## config.mk

```make
export PLATFORM = sky130hd
export DESIGN_NAME = fx_dequant_pipe
export DESIGN_NICKNAME = d
export VERILOG_FILES = /design/src/rtl/fx_dequant_pipe.sv
export SDC_FILE = /design/constraint.sdc
export NUM_CORES = 1
export LEC_CHECK = 0
export CAP_MARGIN = 20
export CORE_ASPECT_RATIO = 2
export CORE_UTILIZATION = 50
export DETAILED_ROUTE_END_ITERATION = 8
export HOLD_SLACK_MARGIN = 0.05
export PLACE_DENSITY = 0.87
export SLEW_MARGIN = 20
export SYNTH_ARGS = -nofsm -noshare
export SYNTH_HDL_FRONTEND = slang
export SYNTH_SLANG_ARGS = --single-unit
```

## constraint.sdc

```tcl
create_clock -name clk -period 4.3 [get_ports clk]
set_input_delay 0.43 -clock clk [delete_from_list [all_inputs] [get_ports clk]]
set_output_delay 0.43 -clock clk [all_outputs]
set_load 0.02 [all_outputs]
```

## src/rtl/fx_dequant_pipe.sv

```systemverilog
// Lossless fixed-point widening converter feeding an elastic valid/ready pipeline.
// Words are widened at entry; DEPTH register stages carry the converted words to the output.
module fx_dequant_pipe #(
  parameter int unsigned IW    = 13,
  parameter int unsigned IF    = 10,
  parameter int unsigned OW    = 18,
  parameter int unsigned OF    = 14,
  parameter int unsigned DEPTH = 2,
  localparam int unsigned LW   = $clog2(DEPTH + 1)
) (
  input  logic          clk,
  input  logic          rst,
  input  logic          i_valid,
  output logic          i_ready,
  input  logic [IW-1:0] i_data,
  output logic          o_valid,
  input  logic          o_ready,
  output logic [OW-1:0] o_data,
  output logic [LW-1:0] o_level
);

  if ((int'(OF) < int'(IF)) || ((int'(OW) - int'(OF)) < (int'(IW) - int'(IF))) ||
      (DEPTH < 1)) begin : g_param_check
    $fatal(1, "fx_dequant_pipe: illegal width/fraction/depth parameters");
  end

  localparam int unsigned Shift = OF - IF;

  logic [DEPTH-1:0]         valid_q, valid_d;
  logic [DEPTH-1:0][OW-1:0] data_q, data_d;
  logic [LW-1:0]            level_q, level_d;

  logic [DEPTH-1:0]         load;
  logic [DEPTH-1:0]         src_valid;
  logic [DEPTH-1:0][OW-1:0] src_data;
  logic [OW-1:0]            conv_data;
  logic                     in_xfer, out_xfer;

  // Sign extension happens through the signed size cast; the shift pads fraction LSBs.
  always_comb begin
    conv_data = OW'($signed(i_data)) << Shift;
  end

  // Stage k may load when the output is ready or any stage at or after k is empty,
  // so an empty stage never blocks anything upstream of it.
  always_comb begin : p_load
    logic full_from;
    load = '0;
    for (int k = 0; k < int'(DEPTH); k++) begin
      full_from = 1'b1;
      for (int j = 0; j < int'(DEPTH); j++) begin
        if (j >= k) begin
          full_from = full_from & valid_q[j];
        end
      end
      load[k] = o_ready | ~full_from;
    end
  end

  always_comb begin
    src_valid    = '0;
    src_data     = '0;
    src_valid[0] = i_valid;
    src_data[0]  = conv_data;
    for (int k = 1; k < int'(DEPTH); k++) begin
      src_valid[k] = valid_q[k-1];
      src_data[k]  = data_q[k-1];
    end
  end

  // Data registers only capture valid words, so an emptied stage keeps its last value.
  always_comb begin
    valid_d = valid_q;
    data_d  = data_q;
    for (int k = 0; k < int'(DEPTH); k++) begin
      if (load[k]) begin
        valid_d[k] = src_valid[k];
        if (src_valid[k]) begin
          data_d[k] = src_data[k];
        end
      end
    end
  end

  always_comb begin
    in_xfer  = i_valid & load[0];
    out_xfer = valid_q[DEPTH-1] & o_ready;
    level_d  = level_q;
    if (in_xfer && !out_xfer) begin
      level_d = level_q + LW'(1);
    end else if (out_xfer && !in_xfer) begin
      level_d = level_q - LW'(1);
    end
  end

  always_ff @(posedge clk or posedge rst) begin
    if (rst) begin
      valid_q <= '0;
      data_q  <= '0;
      level_q <= '0;
    end else begin
      valid_q <= valid_d;
      data_q  <= data_d;
      level_q <= level_d;
    end
  end

  assign i_ready = load[0];
  assign o_valid = valid_q[DEPTH-1];
  assign o_data  = data_q[DEPTH-1];
  assign o_level = level_q;

endmodule

```

Word-level counts from Yosys, hierarchy flattened
Cells that the tools add are included.

Flip-flop bits (word level): 30. Input port bits: 17. Output and inout port bits: 22. Word-level logic and storage cells: 23.

Add/sub/neg operators: 2. Mux-type cells: 2. Bitwise logic cells: 7. Reduce and logical (&&, ||, !) cells: 7.

Operator list (count): $mux 2 (2); $reduce_and 2->1 (2); $and 1x1->1 (3); $add 2x1->2 const B (1); $logic_and 1x1->1 (2); $logic_not 1->1 (2); $not 1->1 (2); $or 1x1->1 (2); $reduce_bool 2->1 (1); $sub 2x1->2 const B (1).

Depth between registers and ports, before layout
Gate-level depths: netlist of run 1.

Depth after elaboration: 8. Gate-level depth with buffers: 8. Mapped depth without buffers: 7.

Worst setup path before layout of run 1
No wires, ideal clock.

Kind: flip-flop to flip-flop. Start: reg valid_q[1]. End: reg level_q[1], in the netlist o_level[1]. Setup time: 79 ps. Data arrival time: 1602 ps. Data required time: 4221 ps. Path slack: 2618 ps. Stages on the path, launching flop included: 9. Path buffers: 1. Clock period less this slack: 1682 ps. Cell sequence: dfrtp_1 > nand3b_4 > nand2_4 > buf_12 > inv_1 > ha_1 > xor2_1 > nor2_1 > xor2_1.

Longest elaborated chain between the ends: 7. Elaborated cells on any way between the ends: 11. Those cells by class: mux: 1; bitwise: 5; reduce/logical: 5.

RTL lines: from (decl) (RTL line 29) `logic [DEPTH-1:0] valid_q, valid_d;`; from (signal assigned) (RTL line 102) `valid_q <= valid_d;`; $and 1x1->1 (*) (RTL line 53) `full_from = full_from & valid_q[j];`; $not 1->1 (*) (RTL line 56) `load[k] = o_ready | ~full_from;`; $or 1x1->1 (*) (RTL line 56); via i_ready (RTL line 14) `output logic i_ready,`; $and 1x1->1 (*) (RTL line 86) `in_xfer = i_valid & load[0];`; via in_xfer (RTL line 37) `logic in_xfer, out_xfer;`; $logic_not 1->1 (RTL line 91) `end else if (out_xfer && !in_xfer) begin`; $logic_and 1x1->1 (RTL line 91); $reduce_bool 2->1 (no source line); to (signal assigned) (RTL line 104) `level_q <= level_d;`; to (decl) (RTL line 31) `logic [LW-1:0] level_q, level_d;`.

Mark *: on every way through the listed nets, which the timed path passes. The rest lies on a longest branch. A chain may end at the register's enable or synchronous reset.

Worst setup path after layout of run 1
Start: in o_ready. End: out i_ready.

Longest elaborated chain between the ends: 1.

RTL lines: from (decl) (RTL line 17) `input logic o_ready,`; $or 1x1->1 (RTL line 56); to (decl) (RTL line 14).

No other way between the ends.

==> results of run 1 <==
## power by group through the flow
stage	Combinational (mW)	Sequential, mW	Clock [mW]
3_3_place_gp	0.283	0.386	0
6_report	0.291	0.386	0.267
3_5_place_dp	0.295	0.390	0
4_1_cts	0.295	0.387	0.272
2_1_floorplan	0.216	0.392	0
5_1_grt	0.306	0.394	0.286
## cell usage in the layout, fill, tap and decap left out, drive strengths merged
master,n
or2b,1
clkdlybuf4s50,34
conb,4
nand3b,1
xnor2,1
ha,1
nand2b,2
dfrtp,30
clkbuf,8
mux2,26
nand2,3
nor2,1
xor2,2
inv,2
## flip-flops by register name, indices dropped and copies added (netlist names)
register and flops:
valid_q 2, o_data 13, data_q 13, o_level 2
## cells by family after synthesis
kind of cell | after synthesis | share of synthesized area, %
xor gates and xnor gates | 3 | 1.88
adders and majority gates | 1 | 0.894
buffers and inverters | 22 | 12.4
DFF | 30 | 53.7
muxes | 26 | 26.0
other | 1 | 0.268
and+or+nand+nor | 8 | 4.83
## metal layers
layer  track usage [%]  part of all wire [%]  vias up
met4              10.7                   2.8        0
met2              30.3                    57       25
li1                  -                     -      326
met5                 0                     0        -
met3              6.94                   4.5        7
met1              19.3                    36      374
## worst paths after layout
path	endpoint	from	slack (ns)	depth (start not counted)
setup / recovery	i_ready	o_ready	2.18	3
hold / removal	o_level[1]	o_level[1]	0.49	1
setup reg to reg	o_level[1]	valid_q[1]	2.66	7
hold reg to reg	o_level[1]	o_level[1]	0.49	1
max in group asynchronous	o_data[11]	rst	3.37	2
min in group asynchronous	valid_q[0]	rst	0.54	2
## area by class of cell
cell class                      count  area, um2
Tap cell                           28       35.0
Clock buffer                        8        110
Timing Repair Buffer               34        340
Inverter                            2       7.51
Sequential cell                    30        751
Fill cell                         210        873
Multi-Input combinational cell     42        485
## per-stage QoR
| step | total power [mW] | hold slack, ns | instances | instance area [um2] | utilization [%] |
|---|---|---|---|---|---|
| floorplan | 0.608 | 0.475 | 94 | 1410 | - |
| finish | 0.944 | 0.492 | 144 | 1730 | 66.4 |
| detailed placement | 0.685 | 0.488 | 136 | 1620 | 62.2 |
| global placement | 0.669 | 0.457 | 136 | 1620 | 62.2 |
| global route | 0.986 | 0.504 | 144 | 1730 | 66.4 |
| CTS | 0.955 | 0.499 | 144 | 1730 | 66.4 |
==> impl_metrics.py, run 1 <==
metrics = {
    "global_route": {
        "grt_overflow": 0,
        "grt_max_degree": 31,
        "grt_pass1_vias": 807,
        "grt_pass1_wl_mm": 3.71,
        "antenna_found_initial": 0,
        "grt_use_total_pct": 18.8,
    },
    "floorplanning": {
        "die_height_um": 76.8,
        "start_util_pct": 53.8,
        "die_area_um2": 3030,
        "core-area_um2": 2600,
        "placementRows": 26,
        "die_width_um": 39.4,
        "pin_count": 39,
    },
    "placement": {
        "place_ws_ns": 2.14,
        "io_buffer_count": 34,
        "place_hpwl_mm": 1.67,
        "place_congestion": 0.669,
    },
    "final_layout": {
        "syn2layout_area_growth_pct": 23.6,
        "fin_nets": 133,
        "drive_gt1_share_pct": 33.6,
        "n_antenna_cell": 0,
    },
    "route": {
        "num_vias": 732,
        "firstDrtPassIters": 3,
        "antenna_left": 0,
        "wl_mm": 2.28,
        "drt_iter0_drc": 6,
        "drc": 0,
        "viasPerCell": 5.08,
        "wl_per_cell_um": 15.9,
    },
    "sta": {
        "fin_tns_setup_ns": 0,
        "rsz0062_at_grt": "false",
        "period_share_pct": 49.4,
        "drv_slew": 0,
        "finalClockSkew_ns": 0.00340,
        "clock.fmax_ghz": 0.471,
        "setup_viol": 0,
        "finalHoldViolCount": 0,
        "setup_slack_ns": 2.18,
        "period_needed_ns": 2.12,
        "worst_slew_pin_slew_ns": 0.588,
        "slew-limit-headroom_pct": 60.7,
    },
    "setup_path": {
        "crit_required_ns": 3.87,
        "arrival_ns": 1.69,
        "cpMostUsedCell": "clkdlybuf4s50_1",
        "critPathBufInv": 2,
        "path_delay_family": "buffers and inverters",
        "path_cells": "clkdlybuf4s50_1, nand3b_4, clkdlybuf4s50_1",
        "crit_slowest_cell": "clkdlybuf4s50_1",
        "crit_type": "primary input to output port",
        "startpoint_type": "primary input",
        "critPathMaxFanout": 3,
        "crit_path_end_kind": "output port",
        "max_stage_delay_ns": 0.60,
    },
    "synth": {
        "synth.most_common_cell": "dfrtp_1",
        "synth_top_area_share_pct": 53.7,
        "async_reset_ff_share_pct": 100,
        "yosysTopAreaCell": "dfrtp_1",
        "synth_area_leaders": "dfrtp_1 54%, mux2_4 20%, buf_4 9.7%",
        "ys_seq_area_share_pct": 53.7,
        "synth-edff-count": 0,
        "synth_commonest_cells": "30 x dfrtp_1, 19 x mux2_4, 18 x buf_4",
        "netlist_instances": 91,
        "yosysWarnings": 0,
        "synth_ff_type": "dfrtp_1",
        "syn_area_um2": 1400,
        "synth_cell_types": 19,
        "syn_area_per_cell_um2": 15.4,
        "ys_ff_latch": 30,
    },
    "hold_path": {
        "min_path_type": "flip-flop to flip-flop",
    },
    "cts": {
        "cts_hold_repair.buffers": 0,
        "post_cts_buffers": 0,
        "ctsResizeCount": 0,
        "cts_tree": "built",
        "root_buffer": "clkbuf_8",
        "cts.clk_slew.worst_paths_ns": 0.06,
        "cts.sinks": 30,
        "numCtsBuffers": 5,
        "htree_levels": 2,
        "clockBufferDepth": 2,
        "worstSkewPairLatency_ns": 0.28,
    },
    "status": {
        "status": "finished clean",
    },
    "power": {
        "p_clk_share_pct": 28.3,
        "switching_share_pct": 28.6,
        "power.switching_mw": 0.270,
        "powerDensity_nw_per_um2": 546,
        "internal-power_mw": 0.674,
        "p_leak_nw": 0.811,
        "seq_power_share_pct": 40.9,
        "pwr-share-comb_pct": 30.8,
        "ir_drop_mv": 0.412,
    },
    "flow_run": {
        "drv_cap": 0,
    },
}
Power figures use the tool's default switching activity.
==> run 2, diff against run 1 <==
--- a/config.mk
+++ b/config.mk
@@ -7,10 +7,10 @@
 export LEC_CHECK = 0
 export CAP_MARGIN = 20
 export CORE_ASPECT_RATIO = 2
-export CORE_UTILIZATION = 50
+export CORE_UTILIZATION = 42
 export DETAILED_ROUTE_END_ITERATION = 8
 export HOLD_SLACK_MARGIN = 0.05
-export PLACE_DENSITY = 0.87
+export PLACE_DENSITY = 0.78
 export SLEW_MARGIN = 20
 export SYNTH_ARGS = -nofsm -noshare
 export SYNTH_HDL_FRONTEND = slang
==> constraint.sdc (replaced) <==
create_clock -name clk -period 1.8 [get_ports clk]
set_input_delay 0.18 -clock clk [delete_from_list [all_inputs] [get_ports clk]]
set_output_delay 0.18 -clock clk [all_outputs]
set_load 0.02 [all_outputs]
==> impl_metrics.py, run 2 (synthesis gave the netlist of run 1 again) <==
metrics = {
    "cts": {
        "ctsResizeCount": 0,
        "cts.sinks": 30,
        "post_cts_buffers": 0,
        "cts_tree": "built",
        "cts.clk_slew.worst_paths_ns": 0.06,
        "worstSkewPairLatency_ns": 0.27,
        "clockBufferDepth": 2,
        "root_buffer": "clkbuf_8",
        "htree_levels": 2,
        "numCtsBuffers": 5,
        "cts_hold_repair.buffers": 0,
    },
    "route": {
        "wl_mm": 2.21,
        "antenna_left": 0,
        "viasPerCell": 4.97,
        "wl_per_cell_um": 14.9,
        "drt_iter0_drc": 5,
        "num_vias": 735,
        "drc": 0,
        "firstDrtPassIters": 2,
    },
    "status": {
        "status": "finished clean",
    },
    "placement": {
        "io_buffer_count": 34,
        "place_hpwl_mm": 1.65,
        "place_congestion": 0.716,
    },
    "setup_path": {
        "crit_type": "primary input to output port",
        "crit_path_end_kind": "output port",
        "arrival_ns": 1.46,
        "critPathMaxFanout": 3,
        "crit_required_ns": 1.62,
        "startpoint_type": "primary input",
    },
    "final_layout": {
        "register_area_um2": 751,
        "multi_input_area_um2": 485,
        "drive_gt1_share_pct": 33.3,
        "n_antenna_cell": 0,
        "layout_common_cells": "34 x clkdlybuf4s50_1, 30 x dfrtp_1, 19 x mux2_4",
        "fin_nets": 135,
        "syn2layout_area_growth_pct": 22.7,
        "n_fill_cell": 267,
        "final_common_cell": "clkdlybuf4s50_1",
    },
    "hold_path": {
        "min_path_type": "primary input to async pin",
    },
    "floorplanning": {
        "core-area_um2": 3160,
        "pin_count": 39,
        "start_util_pct": 44.3,
        "die_width_um": 42.8,
        "die_height_um": 83.6,
        "die_area_um2": 3580,
        "placementRows": 29,
    },
    "global_route": {
        "grt_max_degree": 31,
        "grt_overflow": 0,
        "grt_pass1_vias": 768,
        "grt_use_total_pct": 14.4,
        "grt_pass1_wl_mm": 3.75,
        "antenna_found_initial": 0,
    },
    "sta": {
        "hold-worst-slack_ns": 0.277,
        "setup_viol": 0,
        "drv_slew": 0,
        "finalClockSkew_ns": 0.00715,
        "fin_tns_setup_ns": 0,
        "period_share_pct": 91.1,
        "clock.fmax_ghz": 0.610,
        "finalHoldViolCount": 0,
        "period_needed_ns": 1.64,
        "rsz0062_at_grt": "false",
    },
    "power": {
        "powerDensity_nw_per_um2": 1230,
        "ir_drop_mv": 0.766,
        "p_leak_nw": 0.807,
    },
    "flow_run": {
        "drv_cap": 0,
    },
}
## run 2: metal layers
| metal | GRT usage [%] | vias to the layer above | wire length, um |
|---|---|---|---|
| li1 | - | 328 | - |
| met1 | 16.7 | 374 | 843 |
| met2 | 23.4 | 28 | 1220 |
| met3 | 3.90 | 5 | 91 |
| met4 | 7.67 | 0 | 50 |
| met5 | 0 | - | 0 |
## run 2: cell type report
class	count	area share [%]
clock buffers	5	4.01
multi-input cells	42	28.3
well taps	31	2.26
inverters	2	0.437
flip-flops and latches	30	43.7
repair buffers	36	20.7
clock inverters	2	0.583
## run 2: worst max-delay path, cell delays in order
cell and delay [ns]:
clkdlybuf4s50_1 0.50, nand3b_4 0.17, clkdlybuf4s50_1 0.61
## run 2: worst paths after layout
check / endpoint / startpoint / slack, ns / cells past startpoint
max in group asynchronous: o_data[14] / rst / 1.26 / 3
min in group clk: o_level[1] / o_level[1] / 0.50 / 1
worst max-delay path: i_ready / o_ready / 0.16 / 3
worst min register to register: o_level[1] / o_level[1] / 0.50 / 1
worst min-delay path: data_q[5] / rst / 0.28 / 3
worst max register to register: o_level[1] / valid_q[1] / 0.34 / 7
## run 2: stage by stage
stage                     area (um2)  cells  setup WS [ns]  util [%]  power, mW
after floorplan                 1410     94          0.118         -       1.45
after global placement          1640    141          0.164      51.9       1.61
after detailed placement        1640    141         0.0696      51.9       1.63
after CTS                       1720    148          0.149      54.4       2.14
after global routing            1720    148          0.107      54.4       2.21
final                           1720    148          0.161      54.4       2.11
## run 2: report_power, final
| group | total [mW] | switching [mW] | internal [mW] |
|---|---|---|---|
| Combinational | 0.696 | 0.293 | 0.404 |
| Sequential | 0.920 | 0.0964 | 0.824 |
| Clock | 0.490 | 0.232 | 0.258 |
| Total | 2.11 | 0.621 | 1.49 |
==> run 3, diff against run 2 <==
--- a/config.mk
+++ b/config.mk
@@ -10,7 +10,7 @@
 export CORE_UTILIZATION = 42
 export DETAILED_ROUTE_END_ITERATION = 8
 export HOLD_SLACK_MARGIN = 0.05
-export PLACE_DENSITY = 0.78
+export PLACE_DENSITY_LB_ADDON = 0.25
 export SLEW_MARGIN = 20
 export SYNTH_ARGS = -nofsm -noshare
 export SYNTH_HDL_FRONTEND = slang
==> impl_metrics.py, run 3 (synthesis gave the netlist of run 1 again) <==
metrics = {
    "route": {
        "drt_iter0_drc": 17,
        "viasPerCell": 4.85,
        "wl_mm": 2.43,
        "num_vias": 737,
        "firstDrtPassIters": 2,
        "drc": 0,
        "antenna_left": 0,
        "wl_per_cell_um": 16.0,
    },
    "cts": {
        "clockBufferDepth": 2,
        "ctsResizeCount": 0,
        "cts.clk_slew.worst_paths_ns": 0.06,
        "worstSkewPairLatency_ns": 0.28,
        "numCtsBuffers": 5,
        "htree_levels": 2,
        "cts.sinks": 30,
        "post_cts_buffers": 0,
        "cts_tree": "built",
        "cts_hold_repair.buffers": 0,
        "root_buffer": "clkbuf_8",
    },
    "placement": {
        "place_hpwl_mm": 1.76,
        "place_ws_ns": 0.0559,
        "placed_cells": 144,
        "place_congestion": 0.734,
        "io_buffer_count": 34,
        "dpl_cell_area_um2": 1660,
    },
    "final_layout": {
        "layout_common_cells": "34 x clkdlybuf4s50_1, 30 x dfrtp_1, 19 x mux2_4",
        "n_antenna_cell": 0,
        "fin_util_pct": 56.1,
        "final_cells": 152,
        "final_common_cell": "clkdlybuf4s50_1",
        "syn2layout_area_growth_pct": 26.6,
        "fin_nets": 138,
        "final_area_um2": 1770,
        "drive_gt1_share_pct": 35.5,
    },
    "setup_path": {
        "crit_required_ns": 1.62,
        "crit_slowest_cell": "clkdlybuf4s50_1",
        "crit_type": "flip-flop to output port",
        "r2r-start": "valid_q[1]",
        "max_stage_delay_ns": 0.61,
        "crit_path_end_kind": "output port",
        "cp-startpoint": "valid_q[1]",
        "startpoint_type": "flip-flop",
        "path_cells": "nand3b_4, clkdlybuf4s50_1",
        "critPathMaxFanout": 4,
        "ff2ff_setup_slack_ns": 0.33,
        "arrival_ns": 1.45,
    },
    "global_route": {
        "grt_max_degree": 19,
        "grt_overflow": 0,
        "grt_pass1_wl_mm": 4.08,
        "antenna_found_initial": 0,
        "grt_pass1_vias": 835,
        "grt_use_total_pct": 15.9,
    },
    "floorplanning": {
        "die_width_um": 42.8,
        "core-area_um2": 3160,
        "die_height_um": 83.6,
        "start_util_pct": 44.3,
        "die_area_um2": 3580,
        "placementRows": 29,
        "pin_count": 39,
    },
    "hold_path": {
        "min_path_type": "primary input to async pin",
    },
    "sta": {
        "setup_viol": 0,
        "rsz0062_at_grt": "false",
        "fin_tns_setup_ns": 0,
        "period_share_pct": 90.8,
        "setup_slack_ns": 0.166,
        "period_needed_ns": 1.63,
        "clock.fmax_ghz": 0.612,
        "finalClockSkew_ns": 0.00498,
        "hold-worst-slack_ns": 0.225,
        "finalHoldViolCount": 0,
        "drv_slew": 0,
    },
    "status": {
        "status": "finished clean",
    },
    "power": {
        "ir_drop_mv": 0.721,
        "p_total_mw": 2.25,
        "p_leak_nw": 0.835,
        "powerDensity_nw_per_um2": 1270,
    },
    "flow_run": {
        "drv_cap": 0,
    },
}
[run 3: changes by cell type in the layout (fill, tap and decap cells not counted), sizes merged]
cell / previous run / this run
clkbuf: 5 / 8
clkinv: 2 / 0
buf: 2 / 5
[run 3: layout make-up]
cell class,instances,area (um2)
clock buffers,8,110
fillers,288,1390
inverters,2,7.51
multi-input cells,42,485
flip-flops and latches,30,751
well taps,31,38.8
repair buffers,39,378
[run 3: final timing paths]
path / to / cells past startpoint
max reg2reg: o_level[1] / 7
max in group asynchronous: valid_q[1] / 3
max: i_ready / 2
min: data_q[4] / 3
min reg2reg: o_level[1] / 1
min in group clk: o_level[1] / 1
[run 3: power by group]
part / internal (mW) / switching [mW]
Sequential: 0.824 / 0.0959
Clock: 0.385 / 0.244
Combinational: 0.410 / 0.292
Total: 1.62 / 0.632
[run 3: layer usage]
layer  vias to the layer above  wire, um  global-route usage [%]  part of all wire, %
li1                        332         -                       -                    -
met5                         -         0                       0                    0
met1                       376       952                    19.1                   39
met3                         7       125                    5.84                  5.1
met2                        22      1280                    23.8                   53
met4                         0        72                    9.38                  3.0
[run 3: critical path: cells and delay by family (launching register included)]
| kind | cells | cell delay, ns |
|---|---|---|
| flip-flops | 1 | 0.44 |
| buffers and inverters | 1 | 0.61 |
| AND/OR/NAND/NOR | 1 | 0.13 |
